--- config.mk ---
export PLATFORM = sky130hd
export DESIGN_NAME = binary_to_twos_comp
export DESIGN_NICKNAME = d
export VERILOG_FILES = /design/src/rtl/binary_to_twos_comp.sv
export SDC_FILE = /design/constraint.sdc
export NUM_CORES = 1
export LEC_CHECK = 0
export CAP_MARGIN = 25
export CORE_AREA = 2 2 39 41
export DETAILED_ROUTE_END_ITERATION = 7
export DIE_AREA = 0 0 41 43
export DONT_BUFFER_PORTS = 1
export PLACE_DENSITY = 0.34
export SYNTH_ARGS = -nofsm -noshare
export SYNTH_HDL_FRONTEND = slang
export SYNTH_SLANG_ARGS = --single-unit
--- constraint.sdc ---
create_clock -name clk -period 1.2 [get_ports clk]
set_clock_uncertainty 0.15 [all_clocks]
set_input_delay 0.24 -clock clk [delete_from_list [all_inputs] [get_ports clk]]
set_output_delay 0.24 -clock clk [all_outputs]
set_load 0.05 [all_outputs]
--- src/rtl/binary_to_twos_comp.sv ---
// Registered two's-complement negator with zero/most-negative flags and 1-cycle latency.
// Optional build macro BIN2SC_SATURATE_EN: saturate the most-negative input to the most positive value.
module binary_to_twos_comp #(
  parameter int WIDTH = 3
) (
  input  logic             clk,
  input  logic             rst,
  input  logic             in_valid,
  input  logic [WIDTH-1:0] binary_in,
  output logic             out_valid,
  output logic [WIDTH-1:0] twos_comp_out,
  output logic             is_zero,
  output logic             overflow
);

  localparam logic [WIDTH-1:0] ONE      = WIDTH'(1);
  localparam logic [WIDTH-1:0] MOST_NEG = {1'b1, {(WIDTH-1){1'b0}}};
  localparam logic [WIDTH-1:0] MOST_POS = {1'b0, {(WIDTH-1){1'b1}}};

  typedef struct packed {
    logic [WIDTH-1:0] data;
    logic             zero;
    logic             ovf;
  } resp_t;

  resp_t nxt, res_q;
  logic  vld_q;

  always_comb begin
    nxt      = '0;
    nxt.zero = (binary_in == '0);
    nxt.ovf  = (binary_in == MOST_NEG);
    nxt.data = ~binary_in + ONE;
`ifdef BIN2SC_SATURATE_EN
    // Negating the most negative value is unrepresentable; clamp instead of wrapping.
    if (nxt.ovf) nxt.data = MOST_POS;
`endif
  end

  always_ff @(posedge clk) begin
    if (rst) begin
      vld_q <= 1'b0;
      res_q <= '0;
    end else begin
      vld_q <= in_valid;
      if (in_valid) res_q <= nxt;
    end
  end

  assign out_valid     = vld_q;
  assign twos_comp_out = res_q.data;
  assign is_zero       = res_q.zero;
  assign overflow      = res_q.ovf;

endmodule

==> run summary <==
Result of the run -> finished clean
Clock tree from TritonCTS -> done
Critical Path Slowest Stage Cell -> sky130_fd_sc_hd__dfxtp_1
Final Hold Viols -> 0
Post-CTS repair timing setup buffer count -> 0
Clock transition time at the flip-flop clock pins of the worst setup and hold paths -> 0.04 ns
Starting density of the core -> 0.184
Placeable Area -> 0.00138 mm²
Number of search-and-repair iterations in the first detailed-routing pass -> 2
Cell internal pwr -> 356 µW
Remaining number of nets flagged by the antenna check after routing -> 0
Number of ports placed on the die boundary -> 12
Worst path cell trace -> buf_4
Buffers added on ports -> 0
Worst setup slack after layout -> 0.0506 ns
Clock buffers created by TritonCTS -> 3
Summed instance area of the synthesized netlist -> 255 µm²
Number of antenna violations at the first check in global routing -> 0
First element of the critical path -> twos_comp_out[0]
DP Worst Slack -> 0.00890 ns
Filler Cells Inserted -> 149
Worst slew slack as a fraction of its limit -> 0.855
Slew @ Worst Pin -> 0.217 ns
Final Instance Area -> 355 µm²
Type of destination of the critical path -> output port
Post-route fraction of the period consumed by the critical path -> 0.958
Net Count, Synth -> 33
Via Count -> 194
Remaining Overflow, GRT -> 0
Number of remaining DRC errors -> 0
Hold path startpoint -> binary_in[0]
Layout cells sized above 1 -> 0.265
Maximum number of pins on one net before global-route repair -> 7
Vias in the first global route -> 235
Max-cap violations -> 0
Launching point of the worst reg2reg path -> twos_comp_out[1]
Die boundary height -> 43 µm
Flop and latch count out of synthesis -> 6
H-tree levels -> 1
Total power after layout -> 485 µW
Antenna cells -> 0
Floorplan row count -> 14
Switching power total -> 129 µW
Number of design-rule violations left by the first detailed-router iteration -> 1
Clk_lat worst skew -> 0.24 ns
Worst setup path category -> register to output port
Min Clock Period, post-route -> 1.15 ns
Worst voltage drop across the vdd grid -> 0.633 mV
Setup tns final -> 0 ns
Number of sinks on the clock net -> 6
Reported leakage power -> 0.185 nW
DR WL/cell -> 9.84 µm
Gate family responsible for the most delay along the worst path -> flip-flops
Die Area -> 0.00176 mm²
Final number of max-transition violations -> 0
Clock Tree Buf Depth -> 2
Comb pwr share -> 0.182
Portion of total power attributed to the clock network -> 0.377
Top fanout value on the critical path -> 2
Width of the die -> 41 µm
Maximum single-stage delay on the critical path -> 0.32 ns
Final setup violation count -> 0
Final design utilization -> 0.257
Reg power frac -> 0.441
Type of the worst min-delay path -> input pin to register
Unrepaired setup endpoints after global routing -> false
Data required time at the worst endpoint -> 0.81 ns
Wire length of the first global-routing pass -> 959 µm
Buffers plus inverters on the worst setup path -> 1
Mean area per synthesized cell -> 10.6 µm²
Root buffer cell -> sky130_fd_sc_hd__clkbuf_4
Cells after Synth -> 24
Yosys warns -> 0
Area post-placement -> 309 µm²
Total Routed Length -> 492 µm
Power density relative to cell area -> 1370 mW/mm²
Kind of start point of the critical path -> register
Portion of the post-synthesis area used by sequential elements -> 0.471
Net total in the final layout -> 45
Achievable clock frequency -> 870 MHz
Last weighted congestion value of the routability-driven placer -> 0.679
Data arrival time at the worst-slack endpoint -> 0.76 ns
Post-synthesis cell type count -> 7
Gr usage total -> 0.0864
Routed via count divided by cell count -> 3.88
Signed area change from the synthesized netlist to the final layout -> 39.2%
Switching power share of the total -> 0.267
[stage by stage]
stage / instances / hold WS, ns
2_1_floorplan: 24 / 0.162
3_3_place_gp: 45 / 0.163
3_5_place_dp: 45 / 0.164
4_1_cts: 50 / 0.00646
5_1_grt: 50 / 0.0210
6_report: 50 / 0.0124
[area by class of cell]
class / instances / area [µm²] / area share
clock buffer: 3 / 22.5 / 0.0634
inverter: 3 / 11.3 / 0.0317
multi-input combinational: 14 / 113 / 0.317
sequential: 6 / 120 / 0.338
tap: 16 / 20.0 / 0.0563
timing repair buffer: 8 / 68.8 / 0.194
[cells in the final DEF (no fill, tap or decap)]
master	instances
sky130_fd_sc_hd__ha_1	3
sky130_fd_sc_hd__dfxtp_1	6
sky130_fd_sc_hd__nor2b_1	1
sky130_fd_sc_hd__inv_1	3
sky130_fd_sc_hd__buf_6	1
sky130_fd_sc_hd__buf_4	5
sky130_fd_sc_hd__mux2i_1	5
sky130_fd_sc_hd__dlygate4sd3_1	2
sky130_fd_sc_hd__clkbuf_4	3
sky130_fd_sc_hd__nor2_1	5
[final timing paths]
path                      endpoint  slack [ns]  depth (start not counted)
setup / recovery  twos_comp_out[0]        0.05                          1
hold reg to reg            is_zero        0.35                          2
hold / removal    twos_comp_out[0]        0.01                          2
setup reg to reg  twos_comp_out[1]        0.27                          3
[cells by family after synthesis]
family | after synthesis | synth area share
and+or+nand+nor | 6 | 0.0981
adders and majority gates | 3 | 0.147
DFF | 6 | 0.471
muxes | 5 | 0.196
buffers and inverters | 4 | 0.0882
[worst register-to-register path, stage by stage, from the launching register on]
cell and delay, ns:
sky130_fd_sc_hd__dfxtp_1 0.29, sky130_fd_sc_hd__buf_4 0.18, sky130_fd_sc_hd__mux2i_1 0.14, sky130_fd_sc_hd__nor2_1 0.05
[cell usage after synthesis]
cell / n / area (µm²)
sky130_fd_sc_hd__dfxtp_1: 6 / 120
sky130_fd_sc_hd__inv_1: 3 / 11.3
sky130_fd_sc_hd__nor2b_1: 1 / 6.26
sky130_fd_sc_hd__ha_1: 3 / 37.5
sky130_fd_sc_hd__buf_6: 1 / 11.3
sky130_fd_sc_hd__mux2i_1: 5 / 50.1
sky130_fd_sc_hd__nor2_1: 5 / 18.8
[per-layer routing]
metal	GRT usage	share of wire
met1	0.0710	0.39
met3	0.0785	0.11
met5	0	0
met4	0.0400	0
met2	0.134	0.51
[what timing repair did]
item / CTS / global route
resized for setup: 0 / 1
hold buffers: 2 / 0
endpoints found under the setup margin: 0 / 1
endpoints found under the hold margin: 6 / 0
[power by group through the flow]
stage,logic (mW),registers [mW],clock network (mW)
after floorplan,0.0281,0.256,0
after global placement,0.0795,0.217,0
after detailed placement,0.0802,0.218,0
after CTS,0.0889,0.214,0.195
after global routing,0.0959,0.215,0.215
final,0.0881,0.214,0.183
[registers in the layout, summed over array words and instances (netlist names)]
name,flops
is_zero,1
out_valid,1
overflow,1
twos_comp_out,3
Note: power is estimated with default switching activity, not from simulation.
